### config.mk
export PLATFORM = sky130hd
export DESIGN_NAME = riscv_hazard_ctrl
export DESIGN_NICKNAME = d
export VERILOG_FILES = /design/src/rtl/riscv_hazard_ctrl.sv
export SDC_FILE = /design/constraint.sdc
export NUM_CORES = 1
export LEC_CHECK = 0
export CAP_MARGIN = 20
export CORE_ASPECT_RATIO = 0.9
export CORE_MARGIN = 2
export CORE_UTILIZATION = 25
export CTS_BUF_LIST = sky130_fd_sc_hd__clkbuf_4
export DETAILED_ROUTE_END_ITERATION = 10
export SLEW_MARGIN = 30
export SYNTH_ARGS = -nofsm -noshare
export SYNTH_HDL_FRONTEND = slang
export SYNTH_SLANG_ARGS = --single-unit
### constraint.sdc
create_clock -name clk -period 2.2 [get_ports clk]
set_input_delay 0.22 -clock clk [delete_from_list [all_inputs] [get_ports clk]]
set_output_delay 0.22 -clock clk [all_outputs]
set_load 0.1 [all_outputs]
### src/rtl/riscv_hazard_ctrl.sv
// Pipeline hazard controller: load-use interlock, taken-branch redirect and data-memory wait stall.
// Optional performance counters are built only when HAZARD_PERF_CNT_EN is defined.
module riscv_hazard_ctrl (
  input  logic        clk,
  input  logic        rst,
  input  logic [4:0]  id_rs1_idx,
  input  logic [4:0]  id_rs2_idx,
  input  logic        id_use_rs1,
  input  logic        id_use_rs2,
  input  logic        ex_memtoreg,
  input  logic [4:0]  ex_rd_idx,
  input  logic        ex_branch_taken,
  input  logic        mem_req,
  input  logic        mem_ack,
  output logic        pc_stall,
  output logic        if_id_stall,
  output logic        if_id_flush,
  output logic        id_ex_stall,
  output logic        id_ex_flush,
  output logic        ex_mem_stall,
  output logic        mem_wb_flush,
  output logic        pc_redirect,
  output logic        mem_timeout,
  output logic [31:0] perf_stall_cnt,
  output logic [31:0] perf_flush_cnt
);

  typedef enum logic [1:0] {RUN, MEM_WAIT, REDIRECT} state_t;

  state_t     state, state_nxt;
  logic       load_use;
  logic       mem_wait;
  logic [7:0] wait_cnt, wait_cnt_nxt;

  assign mem_wait = mem_req & ~mem_ack;
  assign load_use = ex_memtoreg && (ex_rd_idx != 5'd0) &&
                    ((id_use_rs1 && (ex_rd_idx == id_rs1_idx)) ||
                     (id_use_rs2 && (ex_rd_idx == id_rs2_idx)));

  always_comb begin
    pc_stall     = 1'b0;
    if_id_stall  = 1'b0;
    if_id_flush  = 1'b0;
    id_ex_stall  = 1'b0;
    id_ex_flush  = 1'b0;
    ex_mem_stall = 1'b0;
    mem_wb_flush = 1'b0;
    pc_redirect  = 1'b0;
    state_nxt    = state;
    if (!rst) begin
      unique case (state)
        RUN: begin
          if (mem_wait) begin
            pc_stall     = 1'b1;
            if_id_stall  = 1'b1;
            id_ex_stall  = 1'b1;
            ex_mem_stall = 1'b1;
            mem_wb_flush = 1'b1;
            state_nxt    = MEM_WAIT;
          end else if (ex_branch_taken) begin
            pc_redirect  = 1'b1;
            if_id_flush  = 1'b1;
            id_ex_flush  = 1'b1;
            state_nxt    = REDIRECT;
          end else if (load_use) begin
            pc_stall     = 1'b1;
            if_id_stall  = 1'b1;
            id_ex_flush  = 1'b1;
          end
        end
        MEM_WAIT: begin
          // EX is frozen here, so a pending branch is deferred until release
          if (!mem_ack) begin
            pc_stall     = 1'b1;
            if_id_stall  = 1'b1;
            id_ex_stall  = 1'b1;
            ex_mem_stall = 1'b1;
            mem_wb_flush = 1'b1;
          end else begin
            state_nxt    = RUN;
          end
        end
        REDIRECT: begin
          if_id_flush = 1'b1;
          state_nxt   = RUN;
        end
        default: state_nxt = RUN;
      endcase
    end
  end

  always_comb begin
    wait_cnt_nxt = wait_cnt;
    if (state == RUN)
      wait_cnt_nxt = '0;
    else if (state == MEM_WAIT && !mem_ack && wait_cnt != '1)
      wait_cnt_nxt = wait_cnt + 8'd1;
  end

  always_ff @(posedge clk) begin
    if (rst) begin
      state       <= RUN;
      wait_cnt    <= '0;
      mem_timeout <= 1'b0;
    end else begin
      state       <= state_nxt;
      wait_cnt    <= wait_cnt_nxt;
      mem_timeout <= mem_timeout | (wait_cnt_nxt == '1);
    end
  end

`ifdef HAZARD_PERF_CNT_EN
  always_ff @(posedge clk) begin
    if (rst) begin
      perf_stall_cnt <= '0;
      perf_flush_cnt <= '0;
    end else begin
      if (pc_stall)
        perf_stall_cnt <= perf_stall_cnt + 32'd1;
      if (id_ex_flush | if_id_flush)
        perf_flush_cnt <= perf_flush_cnt + 32'd1;
    end
  end
`else
  assign perf_stall_cnt = '0;
  assign perf_flush_cnt = '0;
`endif

endmodule

=== Yosys cells after proc, flatten, opt, wreduce, memory -nomap -nowiden ===
Cells that the tools add are included.

* Bitwise logic cells: 3
* Add/subtract/negate cells: 1
* Multiplexer cells: 25
* Reduce and logical (&&, ||, !) cells: 11
* Equality and inequality tests: 8

{| class="wikitable"
|+ Operators by type and width
! operator !! count
|-
| $mux W1 || 16
|-
| $mux W8 || 2
|-
| $eq A5 B5 Y1 || 2
|-
| $add A8 B1 Y8 const B || 1
|-
| $eq A8 B8 Y1 const B || 1
|-
| $ne A8 B8 Y1 const B || 1
|-
| $logic_and A1 B1 Y1 || 6
|-
| $mux W2 || 3
|-
| $pmux W1 S2 || 3
|-
| $reduce_bool A5 Y1 || 1
|-
| $pmux W2 S2 || 1
|-
| $ne A3 B3 Y1 const B || 1
|-
| $eq A2 B1 Y1 const B || 1
|-
| $eq A2 B2 Y1 const B || 1
|-
| $logic_not A2 Y1 || 1
|-
| $ne A2 B2 Y1 const B || 1
|-
| $reduce_and A2 Y1 || 1
|-
| $and A1 B1 Y1 || 1
|-
| $logic_not A1 Y1 || 1
|-
| $logic_or A1 B1 Y1 || 1
|-
| $not A1 Y1 || 1
|-
| $or A1 B1 Y1 || 1
|}

* Register bits: 11
* Logic and storage cells: 51
* Bits of input ports: 23
* Output and inout port bits: 73

=== Depth between registers and ports, before layout ===
Gate-level depths: netlist (run 1).

* Depth in word-level cells: 9
* Depth in mapped cells: 6
* Depth with buffers taken out: 6

=== Worst setup path after synthesis (run 1) ===
No wires, ideal clock.

* Path type: register to output
* From: register state[1]
* To: output pc_stall
* Arrival time: 5143 ps
* Cell stages (with the launch flop): 6
* Required time: 1980 ps
* Slack: -3163 ps
* Path through: dfxtp_1 > buf_2 > nor4_1 > inv_1 > o31ai_1 > buf_4

* Cells in the longest elaborated chain, start to end: 3
* Elaborated cells between the ends (all ways): 4

{| class="wikitable"
|+ Ends and longest elaborated chain
! item !! RTL line !! RTL
|-
| start, declared || 30 || <nowiki>state_t state, state_nxt;</nowiki>
|-
| start signal, assigned || 106 || <nowiki>state <= state_nxt;</nowiki>
|-
| $eq A2 B1 Y1 or $logic_not A2 Y1 (tied branches) || - ||
|-
| $pmux W1 S2 * || - ||
|-
| $mux W1 * || - ||
|-
| end, declared || 15 || <nowiki>output logic pc_stall,</nowiki>
|}

Mark *: on every way between the ends. The rest lies on a longest branch, timed or not.

=== Worst setup path in the final report (run 1) ===
* From: input ex_rd_idx[3]
* To: output if_id_stall

* Cells in the longest elaborated chain, start to end: 9
* Elaborated cells between the ends (all ways): 13

{| class="wikitable"
|+ Ends and longest elaborated chain
! item !! RTL line !! RTL
|-
| start, declared || 11 || <nowiki>input logic [4:0] ex_rd_idx,</nowiki>
|-
| $eq A5 B5 Y1 (on tied branches) || 37, 38 ||
|-
| $logic_and A1 B1 Y1 (on tied branches) || 37, 38 ||
|-
| $logic_or A1 B1 Y1 || 37 || <nowiki>((id_use_rs1 && (ex_rd_idx == id_rs1_idx)) ||</nowiki>
|-
| $logic_and A1 B1 Y1 * || 36 || <nowiki>assign load_use = ex_memtoreg && (ex_rd_idx != 5'd0) &&</nowiki>
|-
| $mux W1 * || 65 || <nowiki>end else if (load_use) begin</nowiki>
|-
| $mux W1 * || 60 || <nowiki>end else if (ex_branch_taken) begin</nowiki>
|-
| $mux W1 * || 53 || <nowiki>if (mem_wait) begin</nowiki>
|-
| $pmux W1 S2 * || 51 || <nowiki>unique case (state)</nowiki>
|-
| $mux W1 * || 50 || <nowiki>if (!rst) begin</nowiki>
|-
| end, declared || 16 || <nowiki>output logic if_id_stall,</nowiki>
|}

Marks and branches as above.

==> metrics.cfg, run 1 <==
[setup_path]
crit_slowest_cell=clkdlybuf4s50_1
end_kind=output port
path_cells=clkdlybuf4s50_1, xnor2_1, nand4_1, o22ai_2, o211ai_1, o31ai_4, buf_12
critPathBufInv=2
start_kind=input pin
critPathArrivalTime_ns=1.88
slowest_delay_ns=0.52
cp.required_ns=1.98
worstPathMaxFanout=3
path_delay_family=buffers and inverters
path_class=in2out

[route]
postRouteAntennaNets=0
num_vias=958
met1Wirelength_um=887
routedWlPerCell_um=8.96
wl_met2_mm=1.21
vias_per_cell=3.63
dr.pass1.iters=4
highest_layer=met4
drtIter0Drc=64
drc=0
wl_met3_um=231
drt_wl_total_mm=2.37

[yosys]
synthMuxAreaShare=0.0157
netlist_instances=164
synth-seq-cells=11
synthXorXnorAreaFrac=0.0959
ys_types=38
ys_seq_area_frac=0.172
synth_compound_area_frac=0.106
synthAdderAreaFrac=0.00978
yosys_warnings=0
synthSimpleGateAreaFrac=0.167
syn-cell-area_mm2=0.00128
syn_area_per_cell_um2=7.80
synth_top_family_by_area=buffers and inverters

[pwr]
power_switching_mw=0.660
max-vdd-ir-drop_mv=0.254
comb_power_share=0.653
p_leak_nw=0.692
p_per_area_mw_per_mm2=648
seqPwrFrac=0.198
clockPowerShare=0.149
p_sw_frac=0.633
p_int_mw=0.382

[grt]
grt_usage=0.0804
antenna_found_initial=0
grt_pass1_wl_mm=3.62
first_global_vias=828
grt_max_degree=10
grt_overflow=0

[floorplan]
die_w_um=79.4
core_area_mm2=0.00489
die_h_um=71.9
die_area_mm2=0.00570
rows=24
ios=96
start_util=0.261

[cts]
htreeDepth=1
numCtsBuffers=3
cts-hold-fix-buffers=0
ctsRootBufferMaster=clkbuf_4
tritoncts=done
clk_path_buf_depth=2
path_clk_slew_ns=0.07
worstSkewPairLatency_ns=0.27
cts.sinks=11

[sta]
post-route-min-period_ns=2.10
grt_setup_unrepaired=no
hold_viol=0
fmax_ghz=0.475
fin_skew_ns=0.00100
whs_ns=0.476
finalCritPeriodShare=0.956
fin_ws_ns=0.0965
finalSetupViolCount=0
drv_slew=0

[run]
maxCapViolCount=0

[finish]
drive_gt1_frac=0.156
nNetsFinal=224
area_growth_syn_to_layout_pct=25.7
antenna_cells=0

[place]
io_buffer_count=31
dp_slack_ns=0.0528
place.gp.congestion=0.799
dp_hpwl_mm=2.00

[status]
status=finished, final reports clean

[worst_hold_path]
hold_class=reg2reg

state kept, by name (all words and copies together) (netlist names):
| name | count |
|---|---|
| state | 2 |
| mem_timeout | 1 |
| wait_cnt | 8 |
cell families after synthesis:
family | count (synthesis)
adder cells (fa/ha/maj) | 1
XOR/XNOR | 14
other | 1
AND/OR/NAND/NOR | 39
AO/OA/AOI/OAI | 17
multiplexers | 2
buffers and inverters | 79
flip-flops | 11
power by group through the flow:
stage	Sequential, mW	Clock [mW]	Combinational (mW)
2_1_floorplan	0.208	0	0.677
3_3_place_gp	0.211	0	0.678
3_5_place_dp	0.211	0	0.678
4_1_cts	0.206	0.163	0.679
5_1_grt	0.207	0.182	0.696
6_report	0.206	0.156	0.680
repair_timing:
item	CTS	global route
buffers inserted	0	1
gates resized for setup	0	6
setup endpoints to repair	0	4
routing by layer:
metal,up-vias,GRT usage
met5,-,0
met4,0,0.0287
met3,4,0.0353
met2,57,0.134
met1,418,0.0920
li1,479,-
area by class of cell:
type,instances,area [um2]
fillers,544,3290
multi-input cells,137,793
repair buffers,37,443
flip-flops and latches,11,223
well taps,65,81.3
inverters,10,37.5
clock buffers,4,30.0
stage by stage:
step                      instances  total power [mW]  instance area (um2)  TNS, ns   util
final                           264              1.04                 1610        0  0.328
after global routing            264              1.08                 1610        0  0.328
after CTS                       263              1.05                 1580        0  0.323
after detailed placement        259             0.889                 1550        0  0.317
after global placement          259             0.888                 1550        0  0.317
after floorplan                 227             0.885                 1580   -0.602      -
worst min-delay path, delay by kind of cell, from the launching register on:
family | cells | cell delay (ns)
AO/OA/AOI/OAI | 1 | 0.05
buffers and inverters | 1 | 0.06
flip-flops | 1 | 0.32
cell usage in the layout, fill, tap and decap left out, types with 2 or more instances in the layout:
| cell type | instances |
|---|---|
| conb_1 | 64 |
| a21oi_1 | 2 |
| xnor2_1 | 14 |
| buf_12 | 8 |
| nor3_1 | 2 |
| nand2_1 | 7 |
| nand4_1 | 4 |
| nor2_1 | 12 |
| mux2i_1 | 2 |
| dfxtp_2 | 2 |
| o211ai_1 | 2 |
| clkbuf_4 | 4 |
| dfxtp_1 | 9 |
| inv_1 | 10 |
| buf_4 | 7 |
| clkdlybuf4s50_1 | 18 |
| dlymetal6s2s_1 | 4 |
worst paths after layout:
kind,startpoint,endpoint,slack [ns],cells past startpoint
setup / recovery,ex_rd_idx[3],if_id_stall,0.1,7
hold / removal,mem_timeout,mem_timeout,0.48,2
setup reg to reg,wait_cnt[0],wait_cnt[1],0.50,5
hold reg to reg,mem_timeout,mem_timeout,0.48,2
synth_stat cells:
| master | count | area (um2) |
|---|---|---|
| a211oi_2 | 1 | 12.5 |
| a21boi_0 | 1 | 7.51 |
| a21oi_1 | 2 | 10.0 |
| a22o_1 | 1 | 8.76 |
| a311oi_1 | 1 | 8.76 |
| a31oi_1 | 1 | 6.26 |
| a32o_1 | 1 | 10.0 |
| a41oi_1 | 1 | 8.76 |
| and2_1 | 2 | 12.5 |
| and3_1 | 1 | 6.26 |
| and4_1 | 1 | 8.76 |
| buf_2 | 2 | 10.0 |
| buf_4 | 67 | 503 |
| conb_1 | 1 | 3.75 |
| dfxtp_1 | 11 | 220 |
| ha_1 | 1 | 12.5 |
| inv_1 | 10 | 37.5 |
| mux2i_1 | 2 | 20.0 |
| nand2_1 | 7 | 26.3 |
| nand3_1 | 1 | 5.00 |
| nand3_2 | 1 | 10.0 |
| nand3b_1 | 1 | 7.51 |
| nand4_1 | 4 | 25.0 |
| nor2_1 | 13 | 48.8 |
| nor3_1 | 2 | 10.0 |
| nor3b_4 | 1 | 18.8 |
| nor4_1 | 2 | 12.5 |
| nor4b_1 | 1 | 8.76 |
| o211ai_1 | 2 | 15.0 |
| o21a_1 | 1 | 7.51 |
| o21ai_0 | 1 | 5.00 |
| o21ai_1 | 1 | 5.00 |
| o22ai_1 | 1 | 6.26 |
| o31ai_1 | 1 | 7.51 |
| o32ai_2 | 1 | 16.3 |
| or3_1 | 1 | 6.26 |
| or4_1 | 1 | 7.51 |
| xnor2_1 | 14 | 123 |
(Power assumes the default switching activity.)
==> run 2: changes to the inputs <==
Settings changed: GPL_TIMING_DRIVEN set to 0.
==> run 2 against run 1 <==
Sequential share of layout area shrank 3.0 points. Via count increased by 16%. Power increased by 6.9%. Fmax up 1.0%. Sequential cell count stayed put. First-iteration DRC count is 23% lower. Combinational power is 11% higher. Clock skew barely moved. Worst setup slack gained 0.021 ns. Critical endpoint is now pc_stall. Largest power group unchanged.
==> metrics.cfg, run 2 (synthesized netlist as in run 1, its figures left out) <==
[status]
status=finished, final reports clean

[sta]
grt_setup_unrepaired=no
fin_skew_ns=0.00134
drv_slew=0
post-route-min-period_ns=2.08
tightest_slew_ns=0.969
finalCritPeriodShare=0.947
finalSetupViolCount=0
fmax_ghz=0.480
max_slew_margin=0.352
hold_viol=0

[cts]
cts.sinks=11
worstSkewPairLatency_ns=0.28
tritoncts=done
ctsRootBufferMaster=clkbuf_4
htreeDepth=1
path_clk_slew_ns=0.07
numCtsBuffers=3
clk_path_buf_depth=2

[finish]
area_growth_syn_to_layout_pct=59.9
stdcell_count=328
regMostFlops=wait_cnt
final_cell_mix=66 x buf_4, 64 x conb_1, 17 x clkdlybuf4s50_1, 14 x xnor2_1, 12 x nor2_1
largest_reg_flops=8
largestRegisters=wait_cnt (8), state (2), mem_timeout (1)
antenna_cells=0
nNetsFinal=288
final_common_cell=buf_4
drive_gt1_frac=0.357

[grt]
grt_usage=0.0898
antenna_found_initial=0
grt_max_degree=10
grt_overflow=0
first_global_vias=952
grt_pass1_wl_mm=4.00

[run]
maxCapViolCount=0

[place]
place.gp.congestion=0.803
dp_hpwl_mm=2.19
io_buffer_count=31
dpl.cell_count=323

[floorplan]
start_util=0.261
die_area_mm2=0.00570
die_w_um=79.4
core_area_mm2=0.00489
die_h_um=71.9
rows=24
ios=96

[route]
vias_per_cell=3.40
drt_wl_total_mm=2.51
routedWlPerCell_um=7.65
postRouteAntennaNets=0
drtIter0Drc=49
num_vias=1114
drc=0
dr.pass1.iters=4

[setup_path]
path_delay_family=buffers and inverters
critPathArrivalTime_ns=1.86
worstPathMaxFanout=2
path_cells=clkdlybuf4s50_1, xnor2_1, nand4_1, o22ai_1, o211ai_1, o31ai_4, buf_6, buf_12
critPathBufInv=3
slowest_delay_ns=0.48
crit_slowest_cell=clkdlybuf4s50_1
cp.required_ns=1.98
end_kind=output port
path_class=in2out
start_kind=input pin

[pwr]
clockPowerShare=0.139
p_sw_frac=0.601
p_leak_nw=1.04
max-vdd-ir-drop_mv=0.265
seqPwrFrac=0.183
power_switching_mw=0.669
comb_power_share=0.678
total_power_mw=1.11
p_per_area_mw_per_mm2=545
p_int_mw=0.444

[worst_hold_path]
hold_class=in2reg

[run 2: cell count changes in the layout (fill, tap and decap cells not counted), sizes merged]
| cell | delta |
|---|---|
| buf | +60 |
| clkdlybuf4s50 | -1 |
| clkdlybuf4s15 | +3 |
| dlymetal6s2s | +2 |
[run 2: path summary, 6_finish.rpt]
kind	startpoint	endpoint	slack [ns]	depth (start not counted)
min	rst	state[0]	0.31	2
max	id_rs1_idx[4]	pc_stall	0.12	8
min reg2reg	mem_timeout	mem_timeout	0.49	2
max reg2reg	wait_cnt[0]	wait_cnt[1]	0.52	5
[run 2: per-stage QoR]
stage,TNS [ns],area (um2),hold slack [ns],setup slack [ns],utilization
after floorplan,-0.602,1580,0.290,-0.468,-
after global placement,-5.67,1970,0.461,-0.920,0.402
after detailed placement,-5.63,1970,0.478,-0.914,0.402
after CTS,-0.00309,2010,0.494,-0.00309,0.410
after global routing,0,2040,0.327,0.00261,0.418
final,0,2040,0.315,0.117,0.418
[run 2: metal layers]
layer | global-route usage | part of all wire | vias to the layer above
met5 | 0 | 0 | -
met4 | 0.0402 | 0.018 | 0
met3 | 0.0441 | 0.12 | 5
met2 | 0.145 | 0.47 | 51
met1 | 0.100 | 0.39 | 448
li1 | - | - | 610
[run 2: power groups by stage]
stage | Sequential [mW] | Clock (mW) | Combinational, mW
floorplan | 0.208 | 0 | 0.677
global placement | 0.208 | 0 | 0.746
detailed placement | 0.208 | 0 | 0.747
CTS | 0.204 | 0.164 | 0.750
global route | 0.204 | 0.173 | 0.778
finish | 0.204 | 0.155 | 0.755
[run 2: layout make-up]
| type | count | area, um2 |
|---|---|---|
| Fill cell | 508 | 2850 |
| Clock buffer | 4 | 30.0 |
| Timing Repair Buffer | 32 | 348 |
| Inverter | 10 | 37.5 |
| Sequential cell | 11 | 221 |
| Multi-Input combinational cell | 137 | 796 |
| Tap cell | 65 | 81.3 |
| Buffer | 69 | 531 |
[run 2: repair_timing]
| item | CTS | global route |
|---|---|---|
| gates resized for setup | 44 | 9 |
| hold buffers | 0 | 0 |
| setup endpoints to repair | 8 | 4 |
| pin swaps | 1 | 3 |
| setup buffers | 0 | 1 |
==> run 3: changes to the inputs <==
Settings changed: CORE_UTILIZATION 25 to 35, PLACE_DENSITY set to 0.83.
==> run 3 against run 2 <==
Cell count shrank 6.4%. Register-to-register slack lost 0.03 ns. Die area shrank 27%. Critical endpoint is now pc_redirect. Largest power group unchanged.
==> metrics.cfg, run 3 (synthesized netlist as in run 1, its figures left out) <==
[grt]
grt_usage=0.113
grt_overflow=0
grt_max_degree=10
first_global_vias=837
grt_pass1_wl_mm=3.52
antenna_found_initial=0

[setup_path]
critPathArrivalTime_ns=1.91
path_delay_family=buffers and inverters
start_kind=input pin
cp.required_ns=1.98
crit_slowest_cell=clkdlybuf4s50_1
path_class=in2out
end_kind=output port
worstPathMaxFanout=5
path_cells=clkdlybuf4s50_1, or3_1, a21oi_2, and2_4, buf_2
critPathBufInv=2
regToRegStartpoint=wait_cnt[0]
slowest_delay_ns=0.53
cp-startpoint=rst

[cts]
tritoncts=done
ctsRootBufferMaster=clkbuf_4
clk_path_buf_depth=2
path_clk_slew_ns=0.07
numCtsBuffers=3
htreeDepth=1
cts-hold-fix-buffers=0
cts.sinks=11
worstSkewPairLatency_ns=0.27

[sta]
fin_ws_ns=0.0666
fin_skew_ns=0.00552
finalCritPeriodShare=0.970
timing.setup.tns_ns=0
grt_setup_unrepaired=no
fmax_ghz=0.469
whs_ns=0.481
drv_slew=0
post-route-min-period_ns=2.13
finalSetupViolCount=0
hold_viol=0
tightest_slew_ns=0.974
max_slew_margin=0.349

[finish]
largestRegisters=wait_cnt (8), state (2), mem_timeout (1)
nNetsFinal=288
stdcell_area_mm2=0.00200
drive_gt1_frac=0.354
largest_reg_flops=8
utilization=0.584
antenna_cells=0
regMostFlops=wait_cnt
final_common_cell=buf_4
area_growth_syn_to_layout_pct=56.6
stdcell_count=307
final_cell_mix=66 x buf_4, 64 x conb_1, 19 x clkdlybuf4s50_1, 14 x xnor2_1, 12 x nor2_1

[route]
drtIter0Drc=23
drt_wl_total_mm=2.48
postRouteAntennaNets=0
vias_per_cell=3.67
num_vias=1128
drc=0
routedWlPerCell_um=8.09
dr.pass1.iters=4

[worst_hold_path]
min-delay-start=mem_timeout
hold_class=reg2reg

[run]
maxCapViolCount=0

[place]
io_buffer_count=31
dpl.cell_count=302
placed_area_mm2=0.00194
dp_slack_ns=-0.883
place.gp.congestion=0.874
dp_hpwl_mm=2.17

[pwr]
total_power_mw=1.11
p_per_area_mw_per_mm2=553
p_leak_nw=1.02
max-vdd-ir-drop_mv=0.372

[floorplan]
ios=96
core_area_mm2=0.00343
die_w_um=67.7
die_h_um=61.3
start_util=0.373
die_area_mm2=0.00415
rows=20

[status]
status=finished, final reports clean

[run 3: layout make-up]
type | count | area (um2)
Sequential cell | 11 | 221
Clock buffer | 4 | 30.0
Multi-Input combinational cell | 137 | 791
Inverter | 10 | 37.5
Tap cell | 44 | 55.1
Timing Repair Buffer | 32 | 337
Buffer | 69 | 531
Fill cell | 316 | 1430
[run 3: timing repair]
action                                  in CTS  in global routing
gates resized for setup                     40                  7
endpoints found under the setup margin       8                  5
hold endpoints to repair                     0                  0
buffers inserted                             1                  0
pin swaps                                    1                  2
[run 3: routing by layer]
metal  global-route usage  part of all wire  vias up
met1                0.143              0.40      458
li1                     -                 -      612
met4               0.0437             0.011        0
met5                    0                 0        -
met2                0.188              0.49       56
met3               0.0256             0.094        2
[run 3: power breakdown]
part           total (mW)  switching (mW)  internal [mW]
sequential          0.204         0.00231          0.201
clock               0.150          0.0680         0.0825
combinational       0.754           0.595          0.158
[run 3: worst reg2reg max path, cell delays in order, from the launching register on]
cell and delay [ns]:
dfxtp_1 0.39, ha_1 0.31, nand3_1 0.13, o21ai_0 0.45, mux2i_1 0.24, nor2_1 0.05
[run 3: final timing paths]
kind	cells after the start	endpoint	slack, ns
setup / recovery	5	pc_redirect	0.07
hold / removal	2	mem_timeout	0.48
setup reg to reg	5	wait_cnt[1]	0.49
hold reg to reg	2	mem_timeout	0.48
==> edit, RTL diff (settings of run 3) <==
The 3 states of `state_t` get a one-hot encoding in 3 bits.
--- a/src/rtl/riscv_hazard_ctrl.sv
+++ b/src/rtl/riscv_hazard_ctrl.sv
@@ -26,5 +26,5 @@
 );
 
-  typedef enum logic [1:0] {RUN, MEM_WAIT, REDIRECT} state_t;
+  typedef enum logic [2:0] {RUN = 3'b001, MEM_WAIT = 3'b010, REDIRECT = 3'b100} state_t;
 
   state_t     state, state_nxt;
Check against the original RTL: no difference found for any inputs over 10 cycles, from zero or initial values and one cycle with rst high; not proved beyond that.
==> edit against run 3 <==
- critical path depth is 3 higher
- setup slack worse by 0.0055 ns
- design area is 2.4% higher
- wire length is 8.1% higher
- clock power is 9% lower
- register-to-register slack worse by 0.15 ns
- area after synthesis is 5.0% higher
- combinational power hardly changed
- sequential cell count is 1 higher
- non-clock buffer count is 1 higher
- power is 1.0% higher
- hold slack worse by 0.15 ns
- critical endpoint is now pc_stall
- highest routed layer unchanged
==> edit: results (changes against run 3) <==
status finished, final reports clean; WL met2 1374 um (+12%); ant diodes 0 (unchanged); DR pass1 iterations 5 (+1); Port Buffer Count 30 (-3.2%); Static Leak 0.001046 uW (+2.6%); H-tree depth 1 (unchanged); vias per cell 3.871 (+5.4%); Detailed Route Iter0 Violations 62 (+170%); most frequent cells after synthesis buf_4 (67), dfxtp_1 (12), nor2_1 (10); post-synthesis cell type count 41 (+7.9%); pre-CTS WS -0.9719 ns (-0.08843 ns); clk buf depth 2 (unchanged); CTS root buf clkbuf_4; vias in the first global route 1113 (+33%); fill cell count 334 (+5.7%); relative slew slack 0.3521 (+0.003479); Hold Crit Class input port to register; met3 WL 250 um (+7.3%); HPWL Detailed 2237 um (+3.2%); Synthesis Warnings 0 (unchanged); final WL 2685 um (+8.1%); share of cells above drive strength 1 0.3585 (+0.004878); initial antenna violation count 0 (unchanged); CTS buffer count 3 (unchanged); launch point of the worst path id_rs1_idx[1]; VDD IR-drop max 275.4 uV (-26%); most used flip-flop cell after synthesis dfxtp_1; met1 WL 1002 um (+0.91%); share of the yosys chip area belonging to registers 0.1789 (+0.006726); critical path arrival 1.92 ns; latest clock arrival within the worst-skew pair 0.27 ns (about the same); GRT Total Usage 0.1222 (+0.009301); Clock transition at path regs 0.08 ns; Hold Startpoint rst; asr flop ratio synth 0 (unchanged); final RePlAce weighted congestion 0.8293 (-5.1%); Clock Skew 0.002258 ns (-0.003258 ns); switching part of the total power 0.6041 (+0.003154); top post-synthesis cells by area buf_4 (37%), dfxtp_1 (18%), xor2_1 (5.9%); Worst Path Max Fanout 2 (-3); first-pass GRT wire length 4526 um (+29%); RR Startpoint state[1]$_SDFFE_PP0P_; Highest Signal Layer met4; final net count 291 (+1.0%); largest net degree at the start of global routing 10 (unchanged); Regs by FF count wait_cnt x8, state x3, mem_timeout x1
==> edit: cell types whose count changed in the layout (fill, tap and decap cells not counted), moves of 4 or more <==
| cell | before | now |
|---|---|---|
| xnor2_1 | 14 | 4 |
| nand4_1 | 4 | 0 |
| xor2_1 | 0 | 8 |
| inv_1 | 10 | 3 |
| buf_6 | 6 | 2 |
| buf_4 | 66 | 72 |
==> edit: through the flow <==
stage / std cells / hold slack, ns / util / instance area [sq um]
final: 311 / 0.3341 / 0.5532 / 2049
after global routing: 311 / 0.3810 / 0.5532 / 2049
after CTS: 309 / 0.3146 / 0.5404 / 2002
after detailed placement: 306 / 0.4702 / 0.5360 / 1986
after global placement: 306 / 0.4733 / 0.5360 / 1986
after floorplan: 230 / 0.3417 / - / 1628
==> edit: final cells by class <==
cell class / instances / share of cell area
multi-input combinational: 145 / 0.4261
buffer: 70 / 0.2570
timing repair buffer: 32 / 0.1545
sequential: 12 / 0.1178
tap: 46 / 0.02808
clock buffer: 3 / 0.01099
inverter: 3 / 0.005494
==> edit: critical path, stage by stage <==
cell,delay [ns]
clkdlybuf4s50_1,0.41
xor2_1,0.15
nor4_1,0.31
and3_1,0.20
o221a_2,0.20
a31o_4,0.17
buf_12,0.10
buf_12,0.16
==> edit: path summary, 6_finish.rpt <==
check | end | slack [ns] | cells after the start
max | pc_stall | 0.06 | 8
min | wait_cnt[6]$_SDFF_PP0_ | 0.33 | 2
max reg2reg | mem_timeout$_SDFF_PP0_ | 0.34 | 6
min reg2reg | mem_timeout$_SDFF_PP0_ | 0.48 | 2
==> edit: what timing repair did <==
action / 4_1_cts / 5_1_grt
buffers inserted: 0 / 2
resized for setup: 54 / 7
setup endpoints to repair: 8 / 8
pin swaps: 2 / 3
==> edit: per-layer routing <==
metal | up-vias | global-route usage
li1 | 635 | -
met3 | 6 | 0.03226
met1 | 501 | 0.1331
met4 | 0 | 0.03431
met5 | - | 0
met2 | 62 | 0.2308
==> edit: cells by family (layout without fill, tap and decap cells) <==
family | after synthesis | in the layout | synth area share
fa+ha+maj | 1 | 1 | 0.009318
buf+inv | 73 | 108 | 0.3914
xor+xnor | 13 | 13 | 0.08481
other cells | 1 | 64 | 0.002793
mux | 1 | 1 | 0.007456
compound gates | 24 | 24 | 0.1370
simple gates | 42 | 42 | 0.1883
flops | 12 | 12 | 0.1789
==> edit: power groups by stage <==
| stage | combinational [uW] | clock (uW) | sequential [uW] |
|---|---|---|---|
| after floorplan | 678 | 0 | 231 |
| after global placement | 743 | 0 | 232 |
| after detailed placement | 744 | 0 | 232 |
| after CTS | 745 | 142 | 227 |
| after global routing | 778 | 151 | 228 |
| final | 755 | 137 | 228 |
